## src/rtl/piezo_alert_sched.sv

```systemverilog
// piezo_alert_sched: prioritised piezo alert sequencer (danger / limit / gear).
// Optional feature macro: PIEZO_COOLDOWN_EN. When it is defined, a silent COOL
// phase separates alerts. When it is undefined, sequences return straight to IDLE.
//
// state   | meaning
// IDLE    | nothing sounding, picks next request (danger > limit > gear)
// DNG_ON  | danger beep, high tone, BEEP_MS
// DNG_OFF | danger gap, silent, BEEP_MS
// LIM_ON1 | first limit beep, low tone, BEEP_MS
// LIM_GAP | limit gap, silent, BEEP_MS
// LIM_ON2 | second limit beep, low tone, BEEP_MS
// GEAR_ON | gear chirp, high tone, CHIRP_MS
// COOL    | silent spacing between alerts, COOL_MS (PIEZO_COOLDOWN_EN only)
module piezo_alert_sched #(
  parameter int TONE_HI_DIV = 50000,
  parameter int TONE_LO_DIV = 100000,
  parameter int BEEP_MS     = 100,
  parameter int CHIRP_MS    = 50,
  parameter int COOL_MS     = 20
) (
  input  logic       clk_100mhz,
  input  logic       rst_n,
  input  logic       tick_1khz,
  input  logic       req_danger,
  input  logic       req_limit,
  input  logic       req_gear,
  output logic       piezo,
  output logic [2:0] grant,
  output logic       busy
);

  localparam int MS_MAX0 = (BEEP_MS > CHIRP_MS) ? BEEP_MS : CHIRP_MS;
  localparam int MS_MAX  = (MS_MAX0 > COOL_MS) ? MS_MAX0 : COOL_MS;
  localparam int MS_W    = $clog2(MS_MAX + 1);
  localparam int DIV_MAX = (TONE_HI_DIV > TONE_LO_DIV) ? TONE_HI_DIV : TONE_LO_DIV;
  localparam int TN_W    = $clog2(DIV_MAX + 1);

  localparam logic [MS_W-1:0] BEEP_TC  = MS_W'(BEEP_MS - 1);
  localparam logic [MS_W-1:0] CHIRP_TC = MS_W'(CHIRP_MS - 1);
  localparam logic [TN_W-1:0] HI_TC    = TN_W'(TONE_HI_DIV - 1);
  localparam logic [TN_W-1:0] LO_TC    = TN_W'(TONE_LO_DIV - 1);

  typedef enum logic [2:0] {
    IDLE, DNG_ON, DNG_OFF, LIM_ON1, LIM_GAP, LIM_ON2, GEAR_ON
`ifdef PIEZO_COOLDOWN_EN
    , COOL
`endif
  } state_t;

`ifdef PIEZO_COOLDOWN_EN
  localparam state_t SEQ_END = COOL;
  localparam logic [MS_W-1:0] COOL_TC = MS_W'(COOL_MS - 1);
`else
  localparam state_t SEQ_END = IDLE;
`endif

  state_t            state, state_nxt;
  logic [MS_W-1:0]   ms_cnt;
  logic [TN_W-1:0]   tone_cnt, tone_tc;
  logic              tone_en;
  logic              lim_pend, gear_pend, lim_clr, gear_clr;
  logic [2:0]        grant_nxt;
  logic              beep_done, chirp_done;

  assign beep_done  = tick_1khz && (ms_cnt == BEEP_TC);
  assign chirp_done = tick_1khz && (ms_cnt == CHIRP_TC);
  assign busy       = (state != IDLE);

  // Next-state selection and pending-flag consumption.
  always_comb begin
    state_nxt = state;
    lim_clr   = 1'b0;
    gear_clr  = 1'b0;
    case (state)
      IDLE: begin
        if (req_danger) state_nxt = DNG_ON;
        else if (lim_pend) begin
          state_nxt = LIM_ON1;
          lim_clr   = 1'b1;
        end else if (gear_pend) begin
          state_nxt = GEAR_ON;
          gear_clr  = 1'b1;
        end
      end
      DNG_ON:  if (!req_danger) state_nxt = SEQ_END; else if (beep_done) state_nxt = DNG_OFF;
      DNG_OFF: if (!req_danger) state_nxt = SEQ_END; else if (beep_done) state_nxt = DNG_ON;
      LIM_ON1: if (req_danger) state_nxt = DNG_ON; else if (beep_done) state_nxt = LIM_GAP;
      LIM_GAP: if (req_danger) state_nxt = DNG_ON; else if (beep_done) state_nxt = LIM_ON2;
      LIM_ON2: if (req_danger) state_nxt = DNG_ON; else if (beep_done) state_nxt = SEQ_END;
      GEAR_ON: if (req_danger) state_nxt = DNG_ON; else if (chirp_done) state_nxt = SEQ_END;
`ifdef PIEZO_COOLDOWN_EN
      COOL: if (tick_1khz && (ms_cnt == COOL_TC)) state_nxt = IDLE;
`endif
      default: state_nxt = IDLE;
    endcase
  end

  // Tone selection for the current state; silent states leave tone_en low.
  always_comb begin
    tone_en = 1'b0;
    tone_tc = '0;
    case (state)
      DNG_ON, GEAR_ON: begin
        tone_en = 1'b1;
        tone_tc = HI_TC;
      end
      LIM_ON1, LIM_ON2: begin
        tone_en = 1'b1;
        tone_tc = LO_TC;
      end
      default: tone_en = 1'b0;
    endcase
  end

  // Owner of the sequence being entered, registered so grant is glitch-free.
  always_comb begin
    grant_nxt = 3'b000;
    case (state_nxt)
      DNG_ON, DNG_OFF:           grant_nxt = 3'b100;
      LIM_ON1, LIM_GAP, LIM_ON2: grant_nxt = 3'b010;
      GEAR_ON:                   grant_nxt = 3'b001;
      default:                   grant_nxt = 3'b000;
    endcase
  end

  // State, pending flags, ms timer and tone divider registers.
  always_ff @(posedge clk_100mhz or negedge rst_n) begin
    if (!rst_n) begin
      state     <= IDLE;
      lim_pend  <= 1'b0;
      gear_pend <= 1'b0;
      ms_cnt    <= '0;
      tone_cnt  <= '0;
      piezo     <= 1'b0;
      grant     <= 3'b000;
    end else begin
      state     <= state_nxt;
      grant     <= grant_nxt;
      // A pulse landing on the consuming edge is a fresh request and survives.
      lim_pend  <= req_limit | (lim_pend & ~lim_clr);
      gear_pend <= req_gear | (gear_pend & ~gear_clr);
      // IDLE holds the timer at zero so it can never wrap while waiting.
      if ((state_nxt != state) || (state_nxt == IDLE)) ms_cnt <= '0;
      else if (tick_1khz) ms_cnt <= ms_cnt + 1'b1;
      if ((state_nxt != state) || !tone_en) begin
        tone_cnt <= '0;
        piezo    <= 1'b0;
      end else if (tone_cnt == tone_tc) begin
        tone_cnt <= '0;
        piezo    <= ~piezo;
      end else begin
        tone_cnt <= tone_cnt + 1'b1;
      end
    end
  end

endmodule

```

## config.mk

```make
export PLATFORM = sky130hd
export DESIGN_NAME = piezo_alert_sched
export DESIGN_NICKNAME = d
export VERILOG_FILES = /design/src/rtl/piezo_alert_sched.sv
export SDC_FILE = /design/constraint.sdc
export NUM_CORES = 1
export LEC_CHECK = 0
export ABC_CLOCK_PERIOD_IN_PS = 2900
export CAP_MARGIN = 0
export CORE_MARGIN = 2
export CORE_UTILIZATION = 40
export CTS_BUF_LIST = sky130_fd_sc_hd__clkbuf_4
export CTS_CLUSTER_DIAMETER = 30
export CTS_CLUSTER_SIZE = 8
export DETAILED_ROUTE_END_ITERATION = 10
export GPL_ROUTABILITY_DRIVEN = 0
export GPL_TIMING_DRIVEN = 0
export HOLD_SLACK_MARGIN = 0.15
export SETUP_SLACK_MARGIN = 0.15
export SLEW_MARGIN = 10
export SYNTH_ARGS = -nofsm -noshare
export SYNTH_HDL_FRONTEND = slang
export SYNTH_SLANG_ARGS = --single-unit
```

## constraint.sdc

```tcl
create_clock -name clk_100mhz -period 2.9 [get_ports clk_100mhz]
set_clock_uncertainty 0.1 [all_clocks]
set_input_delay 0.58 -clock clk_100mhz [delete_from_list [all_inputs] [get_ports clk_100mhz]]
set_output_delay 0.58 -clock clk_100mhz [all_outputs]
set_load 0.02 [all_outputs]
```

==> impl_metrics.ini, run 1 <==
[global_routing]
grt_max_degree = 34
grt_pass1_wl_um = 8040
grtUsageTotal = 0.166
grt_overflow = 0
antenna_found_initial = 0
grt_pass1_vias = 1692

[setup_path]
cpMaxStageDelayCell = clkdlybuf4s50_1
path_cells = clkdlybuf4s50_1, clkbuf_1, o22ai_1, and3b_1, o2111ai_1, o32a_1, buf_6, buf_12, nor2_2
max_stage_delay_ns = 0.58
end_kind = flip-flop
r2r_start = ms_cnt[0]
rr_endpoint = tone_cnt[12]
crit_family = buffers and inverters
crit_type = in2reg
cp_max_fo = 10
start_kind = primary input
crit_required_ns = 3.09
reg2reg_depth = 10
crit_buf_inv = 4
arrival_ns = 2.78
r2r_slack_ns = 0.35

[placement]
port_buffers = 9
dp_hpwl_um = 3190
dpl_worst_slack_ns = -0.119

[floorplan]
row_count = 26
die-height_um = 77.7
core_area_um2 = 5170
initial_core_util = 0.420
ios = 11
die_x_um = 77.7
dieArea_um2 = 6040

[pwr]
p_int_mw = 0.979
leakage_nw = 1.03
seqPwrFrac = 0.340
power.switching_mw = 0.727
p_total_mw = 1.71
p_sw_frac = 0.426
p_comb_frac = 0.507
max-vdd-ir-drop_uv = 422
clkPwrFrac = 0.153
power_density_nw_per_um2 = 709

[logic_synthesis]
syn_inst = 243
ys_seq_area_frac = 0.380
synthFlopType = dfrtp_1
syn_area_um2 = 2170
synth_edf_count = 0
synth_seq_cells = 33
syn_area_per_cell_um2 = 8.94
syn-num-nets = 252
ys_async_sr_fraction = 1.00
yosysWarningCount = 0
yosys.cell_types.count = 55

[timing]
slew_violations = 0
fin_crit_sh = 0.896
worst_pin_slew_ns = 0.737
finalCriticalPeriod_ns = 2.60
relSlewSlack = 0.508
layout_setup_ws_ns = 0.302
setup_viol = 0
max_freq_mhz = 385
hold_viol = 0
rsz0062_at_grt = false

[clocking]
cts_hold_buf = 0
htree_num_levels = 2
clkSinkCount = 33
root_buffer = clkbuf_4
clk_latency_ns = 0.35
clock_path_buffers = 2
cts_made_buffers = 5
post_cts_buffers = 0
cts_tree = done
clk_pin_slew_worst_paths_ns = 0.11
cts_resized = 0

[drt]
vias = 1727
dr.first_iter.drc_count = 71
detail_route.wl_per_cell_um = 13.6
drt_first_pass_iters = 4
ant_nets = 0
drt-vias-per-instance = 5.23
route.detailed.drc = 0
routed_wl_um = 4480

[outcome]
status = finished, final reports clean

[hold_path]
hp-class = in2async

[finish]
insertedDiodeCount = 0
area_growth_pct = 10.8
drive_gt1_frac = 0.154
fin_nets = 268

[run]
drv_cap = 0
## registers in the layout, summed over array words and instances (netlist names)
name and cells:
grant 3, piezo 1, gear_pend 1, lim_pend 1, ms_cnt 7, state 3
tone_cnt 17
## cell type report
| cell class | instances | area [um^2] |
|---|---|---|
| clock inverter | 3 | 17.5 |
| multi-input combinational | 190 | 1230 |
| fill | 505 | 2760 |
| tap | 70 | 87.6 |
| sequential | 33 | 826 |
| timing repair buffer | 9 | 85.1 |
| buffer | 11 | 91.3 |
| inverter | 9 | 33.8 |
| clock buffer | 5 | 37.5 |
## synth_stat cells (3+ instances only)
| master | instances | area, um^2 |
|---|---|---|
| ha_1 | 3 | 37.5 |
| or4_1 | 3 | 22.5 |
| o21ai_0 | 6 | 30.0 |
| o32a_1 | 3 | 30.0 |
| nor2_2 | 11 | 68.8 |
| nor3_1 | 6 | 30.0 |
| dfrtp_1 | 33 | 826 |
| and2_1 | 4 | 25.0 |
| mux2i_1 | 3 | 30.0 |
| nand4_1 | 4 | 25.0 |
| nand2b_1 | 4 | 25.0 |
| xnor2_1 | 10 | 87.6 |
| nor2_1 | 27 | 101 |
| and3_1 | 3 | 18.8 |
| a21oi_1 | 5 | 25.0 |
| xor2_1 | 13 | 114 |
| and4_1 | 3 | 26.3 |
| nand3_1 | 10 | 50.1 |
| nand2_1 | 33 | 124 |
| buf_6 | 3 | 33.8 |
| inv_1 | 9 | 33.8 |
| o22ai_1 | 4 | 25.0 |
## stage by stage
| stage | setup TNS [ns] | cells | util | hold slack [ns] | instance area (um^2) |
|---|---|---|---|---|---|
| after detailed placement | -0.671 | 322 | 0.454 | 0.386 | 2350 |
| after global routing | 0 | 330 | 0.466 | 0.238 | 2410 |
| after floorplan | 0 | 243 | - | 0.184 | 2170 |
| after global placement | -0.497 | 322 | 0.455 | 0.388 | 2350 |
| after CTS | 0 | 330 | 0.464 | 0.196 | 2400 |
| final | 0 | 330 | 0.466 | 0.172 | 2410 |
## worst max path at each step
stage	from	to	slack (ns)	cells past startpoint
after detailed placement	req_danger	ms_cnt[1]	-0.12	8
after global routing	req_danger	ms_cnt[1]	0.17	8
after global placement	req_danger	ms_cnt[1]	-0.05	8
after floorplan	tick_1khz	tone_cnt[10]	0.53	10
after CTS	req_danger	ms_cnt[1]	0.29	8
final	req_danger	tone_cnt[12]	0.30	9
## per-layer routing
| layer | GRT usage | share of wire | up-vias |
|---|---|---|---|
| li1 | - | - | 874 |
| met3 | 0.0349 | 0.029 | 8 |
| met1 | 0.247 | 0.52 | 819 |
| met2 | 0.238 | 0.44 | 26 |
| met5 | 0 | 0 | - |
| met4 | 0.0589 | 0.019 | 0 |
## logic make-up (layout without fill, tap and decap cells)
| group | count (synthesis) | count (layout) | synth area share |
|---|---|---|---|
| AND/OR/NAND/NOR | 125 | 125 | 0.306 |
| buffers and inverters | 20 | 37 | 0.0576 |
| flip-flops | 33 | 33 | 0.380 |
| adder cells (fa/ha/maj) | 5 | 5 | 0.0265 |
| XOR/XNOR | 23 | 23 | 0.0927 |
| AO/OA/AOI/OAI | 34 | 34 | 0.123 |
| multiplexers | 3 | 3 | 0.0138 |
## power groups by stage
stage          Clock (mW)  Sequential (mW)  Combinational (mW)
5_1_grt             0.295            0.590               0.964
3_5_place_dp            0            0.588               0.852
2_1_floorplan           0            0.599               0.617
3_3_place_gp            0            0.592               0.848
4_1_cts             0.277            0.582               0.851
6_report            0.260            0.581               0.865
## cell usage in the layout (no fill, tap or decap), drive strengths merged, types with 3 or more instances in the layout
cell type	Yosys	routed
xnor2	10	10
nand2b	4	4
and3	3	3
mux2i	3	3
nor3b	3	3
ha	3	3
xor2	13	13
dfrtp	33	33
nor2	38	38
nand4	4	4
clkbuf	4	9
o32a	3	3
and4	3	3
nand2	33	33
nor3	6	6
o21ai	6	6
or4	4	4
and2	4	4
inv	9	9
nand3	10	10
clkdlybuf4s50	0	8
a21oi	6	6
o22ai	4	4
buf	7	8
Note: power is estimated with default switching activity, not from simulation.
==> run 2: changes to the inputs <==
--- a/config.mk
+++ b/config.mk
@@ -15,3 +15,2 @@
 export DETAILED_ROUTE_END_ITERATION = 10
-export GPL_ROUTABILITY_DRIVEN = 0
 export GPL_TIMING_DRIVEN = 0
--- a/constraint.sdc
+++ b/constraint.sdc
@@ -4,2 +4,2 @@
 set_output_delay 0.58 -clock clk_100mhz [all_outputs]
-set_load 0.02 [all_outputs]
+set_load 0.05 [all_outputs]
==> results of run 2 <==
The final DEF is identical to that of run 1. Status: finished, final reports clean.
Main changes from that run: setup slack after layout 0.302 ns -> 0.245 ns; start point of the critical path req_danger -> state[2]; end point of the critical path tone_cnt[12] -> busy; total power 1.71 mW -> 1.76 mW
==> run 3: changes to the inputs <==
CORE_MARGIN = 5   (was 2)
==> run 3 against run 2 <==
- flip-flop and latch count is the same
- sequential share of layout area is 0.18 points higher
- critical path depth did not move
- via count is 1.6% higher
- clock-buffer cell count is the same
- global-route usage fell by 2.4 points
- clock power decreased by 2%
- sequential power about the same
- core utilization is 0.53 points lower
- non-clock buffer count unchanged
- critical endpoint unchanged
- largest power group unchanged
==> impl_metrics.ini, run 3 (synthesis results as in run 1) <==
[outcome]
status = finished, final reports clean

[finish]
area_growth_pct = 10.2
fill_cells = 526
final_util = 0.460
insertedDiodeCount = 0
regMostFlops = tone_cnt
drive_gt1_frac = 0.146
final_cell_mix = nand2_1 (33), dfrtp_1 (33), nor2_1 (27), xor2_1 (13), nor2_2 (11)
largest_registers = tone_cnt x17, ms_cnt x7
fin_nets = 268
largest_register_ffs = 17

[clocking]
clkSinkCount = 33
cts_hold_buf = 0
cts_resized = 0
cts_made_buffers = 5
post_cts_buffers = 0
clock_path_buffers = 2
root_buffer = clkbuf_4
htree_num_levels = 2
clk_pin_slew_worst_paths_ns = 0.11
clk_latency_ns = 0.34
cts_tree = done

[placement]
port_buffers = 9
gp_congestion = 0.887
dp_hpwl_um = 3170

[drt]
ant_nets = 0
drt-vias-per-instance = 5.32
dr.first_iter.drc_count = 129
drt_first_pass_iters = 4
routed_wl_um = 4570
detail_route.wl_per_cell_um = 13.9
route.detailed.drc = 0
vias = 1754

[timing]
fin_crit_sh = 0.916
relSlewSlack = 0.500
setup_viol = 0
worst_pin_slew_ns = 0.750
finalCriticalPeriod_ns = 2.66
max_freq_mhz = 377
slew_violations = 0
rsz0062_at_grt = false
hold_viol = 0

[setup_path]
end_kind = output pin
arrival_ns = 1.98
max_stage_delay_ns = 0.71
cp_max_fo = 10
start_kind = flip-flop
r2r_slack_ns = 0.42
cpMaxStageDelayCell = clkdlybuf4s50_1
reg2reg_depth = 10
rr_endpoint = tone_cnt[8]
crit_type = reg2out
crit_buf_inv = 2
crit_required_ns = 2.22
crit_family = buffers and inverters
r2r_start = ms_cnt[0]
path_cells = buf_6, or3_1, clkdlybuf4s50_1

[floorplan]
ios = 11
row_count = 26
die-height_um = 83.7
initial_core_util = 0.418
core_area_um2 = 5200
dieArea_um2 = 7010
die_x_um = 83.7

[pwr]
leakage_nw = 1.03
seqPwrFrac = 0.334
power.switching_mw = 0.780
p_total_mw = 1.75
p_int_mw = 0.969
power_density_nw_per_um2 = 730
max-vdd-ir-drop_uv = 351
clkPwrFrac = 0.145
p_sw_frac = 0.446
p_comb_frac = 0.521

[global_routing]
grt_pass1_vias = 1690
grtUsageTotal = 0.142
grt_overflow = 0
grt_pass1_wl_um = 8160
grt_max_degree = 34
antenna_found_initial = 0

[hold_path]
hp-class = in2async

[run]
drv_cap = 0
run 3: changes by cell type in the layout (fill, tap and decap cells not counted), sizes merged:
cell and delta:
clkinvlp -1, clkinv +1
run 3: how the worst max path moves through the flow:
| stage | from | endpoint | slack (ns) | cells after the start |
|---|---|---|---|---|
| 2_1_floorplan | tick_1khz | tone_cnt[10] | 0.53 | 10 |
| 3_3_place_gp | req_danger | ms_cnt[1] | -0.03 | 8 |
| 3_5_place_dp | req_danger | ms_cnt[1] | -0.07 | 8 |
| 4_1_cts | state[2] | busy | 0.23 | 3 |
| 5_1_grt | state[2] | busy | 0.17 | 3 |
| 6_report | state[2] | busy | 0.24 | 3 |
run 3: per-layer routing:
layer / share of wire / track usage / routed length [um]
met3: 0.047 / 0.0415 / 217
met2: 0.42 / 0.200 / 1930
met1: 0.51 / 0.208 / 2350
met4: 0.016 / 0.0468 / 71
met5: 0 / 0 / 0
run 3: power by group through the flow:
stage	logic [mW]	registers [mW]	clock network, mW
after detailed placement	0.907	0.589	0
final	0.911	0.583	0.254
after floorplan	0.632	0.641	0
after global placement	0.908	0.591	0
after CTS	0.910	0.583	0.267
after global routing	0.987	0.594	0.291
run 3: layout make-up:
class	count	area [um^2]	share of cell area
tap	70	87.6	0.0366
clock inverter	3	12.5	0.00522
sequential	33	826	0.345
timing repair buffer	9	85.1	0.0355
inverter	9	33.8	0.0141
buffer	11	91.3	0.0381
multi-input combinational	190	1220	0.510
clock buffer	5	37.5	0.0157
run 3: stage by stage:
step / hold slack, ns / cells / TNS (ns) / setup slack, ns / instance area [um^2]
finish: 0.184 / 330 / 0 / 0.244 / 2400
global route: 0.230 / 330 / 0 / 0.173 / 2400
CTS: 0.217 / 330 / 0 / 0.227 / 2400
detailed placement: 0.394 / 322 / -0.272 / -0.0746 / 2350
global placement: 0.395 / 322 / -0.169 / -0.0336 / 2350
floorplan: 0.184 / 243 / 0 / 0.526 / 2170
